## config.mk

```make
export PLATFORM = sky130hd
export DESIGN_NAME = fetch_unit_flat
export DESIGN_NICKNAME = d
export VERILOG_FILES = /design/src/rtl/fetch_unit_if.sv /design/src/rtl/fetch_unit.sv /design/src/flat_wrapper.sv
export SDC_FILE = /design/constraint.sdc
export NUM_CORES = 1
export LEC_CHECK = 0
export ABC_AREA = 1
export ABC_CLOCK_PERIOD_IN_PS = 4800
export BUFFER_PORTS_ARGS = -buffer_cell sky130_fd_sc_hd__buf_2
export CORE_MARGIN = 8
export CORE_UTILIZATION = 56
export CTS_CLUSTER_DIAMETER = 200
export DETAILED_ROUTE_END_ITERATION = 12
export PLACE_DENSITY_LB_ADDON = 0.15
export SLEW_MARGIN = 20
export SYNTH_ARGS = -nofsm -noshare
export SYNTH_HDL_FRONTEND = slang
export SYNTH_SLANG_ARGS = --single-unit
```

## constraint.sdc

```tcl
create_clock -name clock -period 4.8 [get_ports clock]
set_input_delay 0.48 -clock clock [delete_from_list [all_inputs] [get_ports clock]]
set_output_delay 0.48 -clock clock [all_outputs]
set_load 0.02 [all_outputs]
```

## src/rtl/fetch_unit_if.sv

```systemverilog
// rtl/fetch_unit_if.sv - instruction memory, redirect and issue signals of the fetch unit
interface fetch_unit_if #(
   parameter int XLEN = 32,
   parameter int ILEN = 32
);
   // Instruction memory request/response
   logic            imem_req;
   logic [XLEN-1:0] imem_addr;
   logic            imem_ready;
   logic [ILEN-1:0] imem_rdata;

   // Control-flow redirect from the execute stage
   logic            redirect_valid;
   logic [XLEN-1:0] redirect_pc;

   // Held instruction towards decode
   logic            out_valid;
   logic            out_ready;
   logic [XLEN-1:0] out_pc;
   logic [ILEN-1:0] out_instruction;
   logic            out_is_add;
   logic            out_fault;
   logic [XLEN-1:0] out_count;

   // Fetch unit side
   modport master (
      output imem_req, imem_addr,
      input  imem_ready, imem_rdata,
      input  redirect_valid, redirect_pc,
      output out_valid, out_pc, out_instruction, out_is_add, out_fault, out_count,
      input  out_ready
   );

   // Memory / pipeline side
   modport slave (
      input  imem_req, imem_addr,
      output imem_ready, imem_rdata,
      output redirect_valid, redirect_pc,
      input  out_valid, out_pc, out_instruction, out_is_add, out_fault, out_count,
      output out_ready
   );
endinterface

```

## src/rtl/fetch_unit.sv

```systemverilog
// rtl/fetch_unit.sv - single-entry instruction fetch stage with redirect and fault handling
module fetch_unit #(
   parameter int              XLEN         = 32,
   parameter int              ILEN         = 32,
   parameter logic [XLEN-1:0] RESET_VECTOR = '0
) (
   input  logic           clock,
   input  logic           reset,
   fetch_unit_if.master   bus
);

   typedef enum logic [1:0] {
      IDLE  = 2'd0,
      FETCH = 2'd1,
      FULL  = 2'd2,
      FAULT = 2'd3
   } state_t;

   localparam logic [XLEN-1:0] PC_STEP  = XLEN'(4);
   localparam logic [XLEN-1:0] CNT_STEP = XLEN'(1);

   state_t          state;
   logic [XLEN-1:0] pc;
   logic [XLEN-1:0] held_pc;
   logic [ILEN-1:0] held_instr;
   logic [XLEN-1:0] count;

   // A redirect target must be word aligned; anything else traps into FAULT
   logic redirect_aligned;
   assign redirect_aligned = (bus.redirect_pc[1:0] == 2'b00);

   // Fetch sequencer: redirect wins over memory response and downstream accept
   always_ff @(posedge clock or negedge reset) begin
      if (!reset) begin
         state      <= IDLE;
         pc         <= RESET_VECTOR;
         held_pc    <= '0;
         held_instr <= '0;
         count      <= '0;
      end else begin
         case (state)
            IDLE: begin
               // Redirects are ignored until the first fetch is issued
               state <= FETCH;
            end

            FETCH: begin
               if (bus.redirect_valid) begin
                  // Any response arriving with the redirect belongs to the old path
                  if (redirect_aligned) begin
                     pc    <= bus.redirect_pc;
                     state <= FETCH;
                  end else begin
                     state <= FAULT;
                  end
               end else if (bus.imem_ready) begin
                  held_instr <= bus.imem_rdata;
                  held_pc    <= pc;
                  pc         <= pc + PC_STEP;
                  state      <= FULL;
               end
            end

            FULL: begin
               if (bus.redirect_valid) begin
                  // Held instruction is squashed and never counted
                  if (redirect_aligned) begin
                     pc    <= bus.redirect_pc;
                     state <= FETCH;
                  end else begin
                     state <= FAULT;
                  end
               end else if (bus.out_ready) begin
                  count <= count + CNT_STEP;
                  state <= FETCH;
               end
            end

            FAULT: begin
               // Only an aligned redirect (or reset) recovers
               if (bus.redirect_valid && redirect_aligned) begin
                  pc    <= bus.redirect_pc;
                  state <= FETCH;
               end
            end

            default: state <= IDLE;
         endcase
      end
   end

   // Outputs decode straight from the state and data registers
   assign bus.imem_req        = (state == FETCH);
   assign bus.imem_addr       = pc;
   assign bus.out_valid       = (state == FULL);
   assign bus.out_fault       = (state == FAULT);
   assign bus.out_pc          = held_pc;
   assign bus.out_instruction = held_instr;
   assign bus.out_count       = count;

   // RV32 ADD: OP opcode with funct3 and funct7 both zero
   assign bus.out_is_add = (state == FULL)
                         && (held_instr[6:0]   == 7'b0110011)
                         && (held_instr[14:12] == 3'b000)
                         && (held_instr[31:25] == 7'b0000000);

endmodule

```

## src/flat_wrapper.sv

```systemverilog
// flat-port wrapper written by rule: the top's interface ports become plain ports
module fetch_unit_flat 
#(
   parameter int              XLEN         = 32,
   parameter int              ILEN         = 32,
   parameter logic [XLEN-1:0] RESET_VECTOR = '0
)
  (clock, reset, bus_imem_req, bus_imem_addr, bus_imem_ready, bus_imem_rdata, bus_redirect_valid, bus_redirect_pc, bus_out_valid, bus_out_pc, bus_out_instruction, bus_out_is_add, bus_out_fault, bus_out_count, bus_out_ready);
  fetch_unit_if #(.XLEN(XLEN), .ILEN(ILEN)) bus_i ();
  input  logic clock;
  input  logic reset;
  output wire logic [$bits(bus_i.imem_req)-1:0] bus_imem_req;
  output wire logic [$bits(bus_i.imem_addr)-1:0] bus_imem_addr;
  input wire logic [$bits(bus_i.imem_ready)-1:0] bus_imem_ready;
  input wire logic [$bits(bus_i.imem_rdata)-1:0] bus_imem_rdata;
  input wire logic [$bits(bus_i.redirect_valid)-1:0] bus_redirect_valid;
  input wire logic [$bits(bus_i.redirect_pc)-1:0] bus_redirect_pc;
  output wire logic [$bits(bus_i.out_valid)-1:0] bus_out_valid;
  output wire logic [$bits(bus_i.out_pc)-1:0] bus_out_pc;
  output wire logic [$bits(bus_i.out_instruction)-1:0] bus_out_instruction;
  output wire logic [$bits(bus_i.out_is_add)-1:0] bus_out_is_add;
  output wire logic [$bits(bus_i.out_fault)-1:0] bus_out_fault;
  output wire logic [$bits(bus_i.out_count)-1:0] bus_out_count;
  input wire logic [$bits(bus_i.out_ready)-1:0] bus_out_ready;
  assign bus_imem_req = bus_i.imem_req;
  assign bus_imem_addr = bus_i.imem_addr;
  assign bus_i.imem_ready = bus_imem_ready;
  assign bus_i.imem_rdata = bus_imem_rdata;
  assign bus_i.redirect_valid = bus_redirect_valid;
  assign bus_i.redirect_pc = bus_redirect_pc;
  assign bus_out_valid = bus_i.out_valid;
  assign bus_out_pc = bus_i.out_pc;
  assign bus_out_instruction = bus_i.out_instruction;
  assign bus_out_is_add = bus_i.out_is_add;
  assign bus_out_fault = bus_i.out_fault;
  assign bus_out_count = bus_i.out_count;
  assign bus_i.out_ready = bus_out_ready;
  fetch_unit #(.XLEN(XLEN), .ILEN(ILEN), .RESET_VECTOR(RESET_VECTOR)) u_core (.clock(clock), .reset(reset), .bus(bus_i));
endmodule
```

==> metrics.md, run 1 <==
| Metric | Value |
|---|---|
| Status | complete, no violations |
| Synthesized area | 0.00678 sq mm |
| Cts hold-fix bufs | 0 |
| Synth Net Count | 898 |
| Core area | 0.0119 sq mm |
| Worst setup path startpoint | u_core.state[0] |
| Largest net degree at the start of global routing | 91 |
| Relative slew slack | 0.320 |
| Clock skew | 6.34 ps |
| Non-filler instance count after layout | 1185 |
| H-tree depth | 4 |
| Layout cells sized above 1 | 0.294 |
| DRC marker count from the first detailed-route iteration | 480 |
| Setup tns final | 0 ps |
| I/O Buffers | 200 |
| Count leader, synth | nand2_1 |
| Starting Density | 0.569 |
| DRC | 0 |
| XOR/XNOR Fraction of Synth Area | 0.0323 |
| Largest cells by area after synthesis | dfrtp_1, nand2_1, mux2_2 |
| Setup Viol. Count Final | 0 |
| Final min period | 2850 ps |
| Area delta synth->final | 25.3% |
| FF-to-FF End | u_core.bus.imem_addr[15] |
| Most frequent cells after synthesis | nand2_1, dfrtp_1, inv_1 |
| Worst-path clk slew | 60 ps |
| First-pass GRT wire length | 31000 microns |
| Grt ovf | 0 |
| Ys flop type | dfrtp_1 |
| Vias in the first global route | 6170 |
| FF-to-FF Start | u_core.state[0] |
| Width of the chip | 126 microns |
| Clock Root Buffer | clkbuf_16 |
| Total die area | 0.0159 sq mm |
| Placed insts | 1154 |
| Hold Vio Cnt, Final | 0 |
| Synth Instances | 823 |
| TritonRoute pass-1 iters | 7 |
| Tcrit/Tclk final | 0.593 |
| Synth warn | 0 |
| Row count | 40 |
| RSZ-0062 raised after global routing | false |
| Max Fanout on Critical Path | 21 |
| Worst Path Arrival | 3200 ps |
| Worst-margin pin slew | 1020 ps |
| Syn_area_per_cell | 8.23 sq um |
| WS Path Type | flip-flop to flip-flop |
| Required @ worst endpoint | 5160 ps |
| WHS | 71.7 ps |
| Setup WS pre-CTS | 1970 ps |
| Worst min path class | input port to asynchronous set/reset pin |
| Clock Path Buffers | 2 |
| R2R cell count | 8 |
| Synth cell types | 38 |
| Initial antenna violation count | 0 |
| Top-area cell type share of the netlist area | 0.480 |
| Max-Cap Viols | 0 |
| Vias per cell | 5.32 |
| PostCTS Resize Cnt | 0 |
| Worst setup path endpoint | u_core.bus.imem_addr[15] |
| Worst skew pair latency | 420 ps |
| Max Slew Vio Count | 0 |
| Yosys reg bits | 130 |
| Sinks on Clock Net | 130 |
| Post-synthesis sequential area ratio | 0.480 |
| Final Cell Area | 0.00849 sq mm |
| EDFF count, synth | 0 |
| Fmax | 0.351 GHz |
| Cell taking the most area after synthesis | dfrtp_1 |
| Async set or reset register ratio after synthesis | 1.00 |
| Final Power | 5.36 mW |
| Vias after detailed routing | 6308 |
| Leakage power | 4.36 nW |
| Chip Height | 126 microns |
| IO Count | 201 |
| Routed len/inst | 16.0 microns |
| Routed Antenna Nets | 0 |
| TritonCTS Buffers | 17 |
| Fin util | 0.713 |
| Worst setup margin | 1950 ps |
| Multiplexer area fraction after synthesis | 0.0631 |
| Setup Buffers After CTS | 0 |
| Power Density | 631 mW/mm^2 |
| Startpoint Class | flip-flop |
| Drt total wl | 19000 microns |
| Placer Congestion | 0.913 |
| Complex-gate fraction of the synthesized area | 0.0759 |
| CTS tree | built |
| Total track usage | 0.244 |
| Diodes inserted | 0 |
| Critical Path End Type | flip-flop |
| Post-Synth Simple-Gate Area | 0.275 |
| Adder-cell share of the synthesized area | 0.0111 |
| Worst VDD drop | 317 uV |
| Largest family of logic cells by synthesized area | simple AND/OR/NAND/NOR gates |
| R2r setup slk | 1950 ps |
| Final HPWL DP | 14100 microns |
| Nets | 1101 |
| Placement Cell Area | 0.00790 sq mm |
## sequential cells by signal, indices dropped and copies added, names as in the netlist
name / cells
u_core.bus.out_instruction: 32
u_core.bus.imem_addr: 32
u_core.bus.out_count: 32
u_core.state: 2
u_core.bus.out_pc: 32
## power breakdown
group	switching (mW)	total, mW	internal [mW]
clock network	0.474	1.30	0.823
registers	0.374	1.88	1.50
logic	1.43	2.19	0.753
total	2.28	5.36	3.08
## cell type report
cell class	instances	area, sq um
Clock buffer	21	450
Clock inverter	10	135
Fill cell	987	3420
Inverter	87	328
Multi-Input combinational cell	587	3110
Sequential cell	130	3250
Tap cell	147	184
Timing Repair Buffer	203	1030
## critical path: stages (launching register included)
cell and delay (ps):
dfrtp_1 400, inv_1 110, ha_1 280, nor2_2 100, nand2_1 590, o21ai_1 240
nor2_2 760, a22oi_1 200, nand2_1 100
## cell usage in the layout (no fill, tap or decap), types with 10 or more instances in the layout
| cell | count |
|---|---|
| nand2_1 | 242 |
| buf_2 | 199 |
| dfrtp_1 | 130 |
| inv_1 | 75 |
| nor2_1 | 74 |
| nand3_1 | 51 |
| o21ai_0 | 44 |
| mux2_2 | 38 |
| o21ai_1 | 20 |
| xor2_1 | 17 |
| clkbuf_16 | 17 |
| nor3_1 | 13 |
| nand4_1 | 10 |
| inv_2 | 10 |
## layer usage
metal | global-route usage | vias up | share of wire
met2 | 0.419 | 211 | 0.51
met1 | 0.286 | 2996 | 0.41
met5 | 0 | - | 0
li1 | - | 3068 | -
met4 | 0.0998 | 0 | 0.021
met3 | 0.0595 | 33 | 0.062
## worst min path at each step
stage / depth (start not counted) / startpoint / slack (ps) / to
floorplan: 0 / reset / 180 / u_core.bus.imem_addr[0]
global placement: 2 / u_core.bus.out_pc[9] / 460 / u_core.bus.out_pc[9]
detailed placement: 2 / u_core.bus.out_pc[0] / 470 / u_core.bus.out_pc[0]
CTS: 1 / reset / 90 / u_core.bus.out_instruction[10]
global route: 1 / reset / 130 / u_core.bus.out_instruction[10]
finish: 1 / reset / 70 / u_core.bus.out_instruction[10]
## logic make-up after synthesis
| family | Yosys count |
|---|---|
| and+or+nand+nor | 425 |
| DFF | 130 |
| buffers and inverters | 106 |
| AOI/OAI and AO/OA | 93 |
| muxes | 38 |
| xor gates and xnor gates | 25 |
| adders and majority gates | 6 |
Power figures use the tool's default switching activity.
==> run 2: changes to the inputs <==
--- a/config.mk
+++ b/config.mk
@@ -6,10 +6,10 @@
 export NUM_CORES = 1
 export LEC_CHECK = 0
 export ABC_AREA = 1
-export ABC_CLOCK_PERIOD_IN_PS = 4800
+export ABC_CLOCK_PERIOD_IN_PS = 2700
 export BUFFER_PORTS_ARGS = -buffer_cell sky130_fd_sc_hd__buf_2
 export CORE_MARGIN = 8
-export CORE_UTILIZATION = 56
+export CORE_UTILIZATION = 52
 export CTS_CLUSTER_DIAMETER = 200
 export DETAILED_ROUTE_END_ITERATION = 12
 export PLACE_DENSITY_LB_ADDON = 0.15
==> constraint.sdc (replaced) <==
create_clock -name clock -period 2.7 [get_ports clock]
set_input_delay 0.27 -clock clock [delete_from_list [all_inputs] [get_ports clock]]
set_output_delay 0.27 -clock clock [all_outputs]
set_load 0.02 [all_outputs]
==> metrics.md, run 2 (same netlist as run 1, synthesis figures left out) <==
| Metric | Value |
|---|---|
| R2R cell count | 10 (+2) |
| CTS tree | built |
| Largest net degree at the start of global routing | 63 (-31%) |
| Area of the multi-input gates | 0.00311 sq mm (unchanged) |
| DRT met1 WL | 7740 microns (-0.13%) |
| Worst-path clk slew | 60 ps (about the same) |
| RSZ-0062 raised after global routing | false |
| Initial antenna violation count | 2 (+2) |
| Hold Startpoint | bus_redirect_pc[31] |
| Critical Path End Type | flip-flop |
| Net Sw Frac | 0.420 (-0.00543) |
| WL met2 | 9920 microns (+2.8%) |
| Drt total wl | 19400 microns (+2.5%) |
| Setup tns final | 0 ps (unchanged) |
| Worst VDD drop | 764 uV (+140%) |
| Fin util | 0.680 (-0.0330) |
| Worst min path class | input port to flip-flop |
| IO Count | 201 (unchanged) |
| Row count | 41 (+2.5%) |
| Vias after detailed routing | 6280 (-0.44%) |
| Internal | 5.58 mW (+81%) |
| Placed insts | 1184 (+2.6%) |
| FF-to-FF Start | u_core.state[0] |
| Non-filler instance count after layout | 1218 (+2.8%) |
| Hold Vio Cnt, Final | 0 (unchanged) |
| FF-to-FF End | u_core.bus.imem_addr[22] |
| Layout cells sized above 1 | 0.298 (+0.00406) |
| Worst setup path endpoint | u_core.bus.imem_addr[22] |
| Fmax | 0.438 GHz (+25%) |
| Part of the power in the clock network | 0.246 (+0.004) |
| Routed Antenna Nets | 0 (unchanged) |
| TritonCTS Buffers | 17 (unchanged) |
| Routed len/inst | 16.0 microns (-0.30%) |
| Startpoint Class | flip-flop |
| Seq pwr share | 0.348 (-0.002) |
| Power Density | 1120 mW/mm^2 (+77%) |
| Worst hold path depth | 3 |
| Grt ovf | 0 (unchanged) |
| Status | complete, no violations |
| Combinational share of power | 0.406 (-0.002) |
| R2r setup slk | 420 ps (-1540 ps) |
| Sinks on Clock Net | 130 (unchanged) |
| Clock skew | 8.88 ps (+2.53 ps) |
| Max-Cap Viols | 0 (unchanged) |
| Final HPWL DP | 14600 microns (+3.3%) |
| First-pass GRT wire length | 31100 microns (+0.31%) |
| Filler Cell Count | 1121 (+14%) |
| Vias per cell | 5.16 (-3.1%) |
| Tcrit/Tclk final | 0.845 (+0.252) |
| Worst Path Arrival | 2580 ps (-620 ps) |
| Vias in the first global route | 6299 (+2.1%) |
| DRC marker count from the first detailed-route iteration | 386 (-20%) |
| Max Slew Vio Count | 0 (unchanged) |
| FF+latch area | 0.00325 sq mm (unchanged) |
| DRC | 0 (unchanged) |
| Leakage power | 4.42 nW (+1.3%) |
| TritonRoute pass-1 iters | 5 (-2) |
| Switching pwr | 4.04 mW (+77%) |
| DR top layer | met4 |
| I/O Buffers | 200 (unchanged) |
| Width of the chip | 130 microns (+3.3%) |
| Routed length on met3 | 1390 microns (+18%) |
| Area delta synth->final | 27.1% |
| Setup Viol. Count Final | 0 (unchanged) |
| Max Fanout on Critical Path | 14 (-33%) |
| Total die area | 0.0169 sq mm (+6.7%) |
| Clock Root Buffer | clkbuf_16 |
| Required @ worst endpoint | 2990 ps (-2170 ps) |
| Relative slew slack | 0.597 (+0.277) |
| Worst skew pair latency | 410 ps (about the same) |
| WS Path Type | flip-flop to flip-flop |
| Placer Congestion | 0.870 (-4.7%) |
| Nets | 1107 (+0.54%) |
| Core area | 0.0127 sq mm (+6.4%) |
| Chip Height | 130 microns (+3.3%) |
| Clock Path Buffers | 2 (unchanged) |
| H-tree depth | 4 (unchanged) |
| Most frequent cells in the layout | nand2_1, buf_2, dfrtp_1 |
| Final Power | 9.63 mW (+80%) |
| Most common cell after layout, fill and taps aside | nand2_1 |
| Starting Density | 0.535 (-0.0341) |
| Worst setup path startpoint | u_core.state[0] |
| Total track usage | 0.235 (-0.00811) |
| Worst-margin pin slew | 604 ps (-416 ps) |
| Final min period | 2280 ps (-564 ps) |
[run 2: changes by cell type in the layout (fill, tap and decap cells not counted), sizes merged, moves of 2 or more]
| cell | before | now |
|---|---|---|
| buf | 203 | 208 |
| clkinv | 5 | 8 |
| clkinvlp | 4 | 1 |
| diode | 0 | 2 |
[run 2: per-stage QoR]
step,hold WS (ps),setup WS [ps],instance area (sq um)
after global placement,289,541,7990
after CTS,50.2,479,8610
after detailed placement,292,493,7990
after floorplan,-25.6,756,6780
final,62.8,417,8610
after global routing,76.7,254,8610
[run 2: power by group through the flow]
stage,sequential [mW],clock [mW],combinational [mW]
finish,3.35,2.37,3.91
detailed placement,3.35,0,3.92
global route,3.44,2.51,4.28
CTS,3.33,2.41,3.95
floorplan,4.09,0,1.74
global placement,3.33,0,3.87
[run 2: worst min path at each step]
stage | endpoint | slack [ps]
2_1_floorplan | u_core.bus.imem_addr[0] | -30
3_3_place_gp | u_core.bus.out_instruction[7] | 290
3_5_place_dp | u_core.bus.out_instruction[10] | 290
4_1_cts | u_core.bus.imem_addr[31] | 50
5_1_grt | u_core.bus.imem_addr[9] | 80
6_report | u_core.bus.imem_addr[31] | 60
[run 2: routing by layer]
layer / vias to the layer above / global-route usage
li1: 3082 / -
met1: 2951 / 0.274
met2: 216 / 0.414
met3: 31 / 0.0567
met4: 0 / 0.0827
met5: - / 0
[run 2: timing repair]
action / in CTS / in global routing
gates resized for setup: 0 / 0
hold buffers: 1 / 0
buffers inserted: 0 / 0
hold endpoints to repair: 60 / 0
[run 2: layout make-up]
cell class                      count  share of cell area
Antenna cell                        2            0.000581
Inverter                           87              0.0381
Tap cell                          172              0.0250
Sequential cell                   130               0.378
Clock buffer                       20              0.0519
Timing Repair Buffer              209               0.127
Multi-Input combinational cell    587               0.361
Clock inverter                     11              0.0187
[run 2: worst max-delay path, stage by stage (launching register included)]
cell and delay, ps:
dfrtp_1 380, inv_1 80, ha_1 270, inv_2 200, o21ai_1 150, o21ai_1 240, inv_2 120, nor2_4 330
inv_2 160, a22oi_1 180, nand2_1 70
==> run 3: changes to the inputs <==
--- a/config.mk
+++ b/config.mk
@@ -6,10 +6,10 @@
 export NUM_CORES = 1
 export LEC_CHECK = 0
 export ABC_AREA = 1
-export ABC_CLOCK_PERIOD_IN_PS = 2700
+export ABC_CLOCK_PERIOD_IN_PS = 1900
 export BUFFER_PORTS_ARGS = -buffer_cell sky130_fd_sc_hd__buf_2
 export CORE_MARGIN = 8
-export CORE_UTILIZATION = 52
+export CORE_UTILIZATION = 47
 export CTS_CLUSTER_DIAMETER = 200
 export DETAILED_ROUTE_END_ITERATION = 12
 export PLACE_DENSITY_LB_ADDON = 0.15
==> constraint.sdc (replaced) <==
create_clock -name clock -period 1.9 [get_ports clock]
set_input_delay 0.19 -clock clock [delete_from_list [all_inputs] [get_ports clock]]
set_output_delay 0.19 -clock clock [all_outputs]
set_load 0.02 [all_outputs]
==> metrics.md, run 3 (same netlist as run 1, synthesis figures left out) <==
| Metric | Value |
|---|---|
| Status | complete, no violations |
| R2r setup slk | 50 ps (-370 ps) |
| Placement Cell Area | 0.00833 sq mm (+4.3%) |
| Max Slew Vio Count | 0 (unchanged) |
| Max-Cap Viols | 0 (unchanged) |
| Routed Antenna Nets | 0 (unchanged) |
| I/O Buffers | 200 (unchanged) |
| Layout cells sized above 1 | 0.327 (+0.0290) |
| DRC | 0 (unchanged) |
| Most frequent cells in the layout | nand2_1, buf_2, dfrtp_1 |
| Non-filler instance count after layout | 1319 (+8.3%) |
| TritonRoute pass-1 iters | 5 (unchanged) |
| Worst min path class | input port to flip-flop |
| DRC marker count from the first detailed-route iteration | 345 (-11%) |
| Worst-path clk slew | 60 ps (about the same) |
| TritonCTS Buffers | 17 (unchanged) |
| Final HPWL DP | 15600 microns (+6.6%) |
| Final min period | 1860 ps |
| Startpoint Class | flip-flop |
| Diodes inserted | 0 (-2) |
| Chip Height | 136 microns (+4.5%) |
| Final Cell Area | 0.00964 sq mm (+12%) |
| CP Depth | 4 (-6) |
| Most Crowded Layer GR | met2 |
| Clock Path Buffers | 2 (unchanged) |
| Routed len/inst | 16.1 microns (+0.67%) |
| CP peak stage delay | 400 ps (+20 ps) |
| Setup Viol. Count Final | 0 (unchanged) |
| CP top delay family | simple AND/OR/NAND/NOR gates |
| Drt total wl | 21200 microns (+9.0%) |
| Met1 usage | 0.274 (about the same) |
| Row count | 44 (+7.3%) |
| M2 GR Usage | 0.404 (-0.0103) |
| Cell breakdown of the critical path | nor4_2 > nand3_1 > nor4_1 > buf_2 |
| Area delta synth->final | 42.2% |
| Worst VDD drop | 988 uV (+29%) |
| Hold Vio Cnt, Final | 0 (unchanged) |
| Nets | 1197 (+8.1%) |
| Sinks on Clock Net | 130 (unchanged) |
| RSZ-0062 raised after global routing | true |
| Placer Congestion | 0.908 (+4.3%) |
| Worst hold path depth | 2 (-1) |
| Initial antenna violation count | 0 (-2) |
| Power Density | 1520 mW/mm^2 (+36%) |
| WS Path Type | flip-flop to output port |
| Fmax | 0.538 GHz |
| Core area | 0.0143 sq mm (+13%) |
| Worst-margin pin slew | 457 ps (-147 ps) |
| Largest net degree at the start of global routing | 44 (-30%) |
| Max Fanout on Critical Path | 3 (-11) |
| Clock Root Buffer | clkbuf_16 |
| Hold endpoint | u_core.bus.out_instruction[8] |
| Hold Startpoint | bus_imem_rdata[8] |
| Width of the chip | 136 microns (+4.5%) |
| Critical Path End Type | output port |
| Worst Path Buf+Inv | 1 (-3) |
| Worst Path Arrival | 1670 ps (-910 ps) |
| Relative slew slack | 0.693 (+0.0955) |
| Grt ovf | 0 (unchanged) |
| Vias in the first global route | 6696 (+6.3%) |
| Vias per cell | 5.03 (-2.4%) |
| Total die area | 0.0185 sq mm (+9.3%) |
| Total track usage | 0.232 (-0.00329) |
| First-pass GRT wire length | 33700 microns (+8.3%) |
| Tcrit/Tclk final | 0.978 |
| Required @ worst endpoint | 1710 ps (-1280 ps) |
| FF-to-FF End | u_core.bus.imem_addr[22] |
| Fin util | 0.673 (-0.00642) |
| Vias after detailed routing | 6638 (+5.7%) |
| CTS tree | built |
| H-tree depth | 4 (unchanged) |
| IO Count | 201 (unchanged) |
| Clock skew | 5.41 ps (-3.46 ps) |
| Most common cell after layout, fill and taps aside | nand2_1 |
| Starting Density | 0.473 (-0.0614) |
| Leakage power | 4.87 nW (+10%) |
| FF-to-FF Start | u_core.state[0] |
| Worst skew pair latency | 420 ps (about the same) |
| R2R cell count | 9 (-1) |
| Met3 usage | 0.0484 (-0.00830) |
| CP max-delay cell | dfrtp_1 |
| Placed insts | 1231 (+4.0%) |
-- run 3: changes by cell type in the layout (fill, tap and decap cells not counted), sizes merged --
cell         change
clkinv           -1
clkinvlp         +1
clkbuf           +3
dlygate4sd3     +44
buf             +44
diode            -2
-- run 3: metal layers --
metal / wire, microns / part of all wire
met2: 10800 / 0.51
met4: 504 / 0.024
met5: 0 / 0
met1: 8580 / 0.40
met3: 1270 / 0.060
-- run 3: area by class of cell --
cell class              count  area [sq um]
fillers                  1186          4680
flip-flops and latches    130          3250
multi-input cells         587          3190
repair buffers            299          2020
clock buffers              21           450
inverters                  87           335
well taps                 184           230
clock inverters            11           160
-- run 3: worst max path at each step --
stage	start	to	slack (ps)
floorplan	u_core.state[0]	u_core.bus.out_count[27]	60
detailed placement	u_core.state[0]	u_core.bus.imem_addr[21]	70
finish	u_core.bus.out_instruction[31]	bus_out_is_add	40
CTS	u_core.state[0]	u_core.bus.imem_addr[29]	2
global placement	u_core.state[0]	u_core.bus.imem_addr[21]	130
global route	u_core.bus.out_instruction[31]	bus_out_is_add	-40
-- run 3: stage by stage --
stage | TNS [ps] | hold slack [ps] | total power [mW] | worst slack (ps)
final | 0 | 17.6 | 14.6 | 42.2
after global placement | 0 | 152 | 10.7 | 129
after global routing | -302 | 2.15 | 15.6 | -36.2
after floorplan | 0 | -106 | 8.29 | 63.2
after detailed placement | 0 | 154 | 10.8 | 67.6
after CTS | 0 | 0.0125 | 14.4 | 1.97
-- run 3: timing repair --
action	in CTS	in global routing
setup buffers	3	5
cloned	0	3
setup endpoints to repair	1	37
resized for setup	2	24
hold endpoints to repair	82	1
hold buffers	44	1
pin swaps	1	10
-- run 3: power breakdown --
| part | leakage (nW) | internal, mW | switching, mW |
|---|---|---|---|
| clock | 0.297 | 2.22 | 1.19 |
| sequential | 1.62 | 3.80 | 0.876 |
| combinational | 2.95 | 2.62 | 3.94 |
| total | 4.87 | 8.64 | 6.01 |
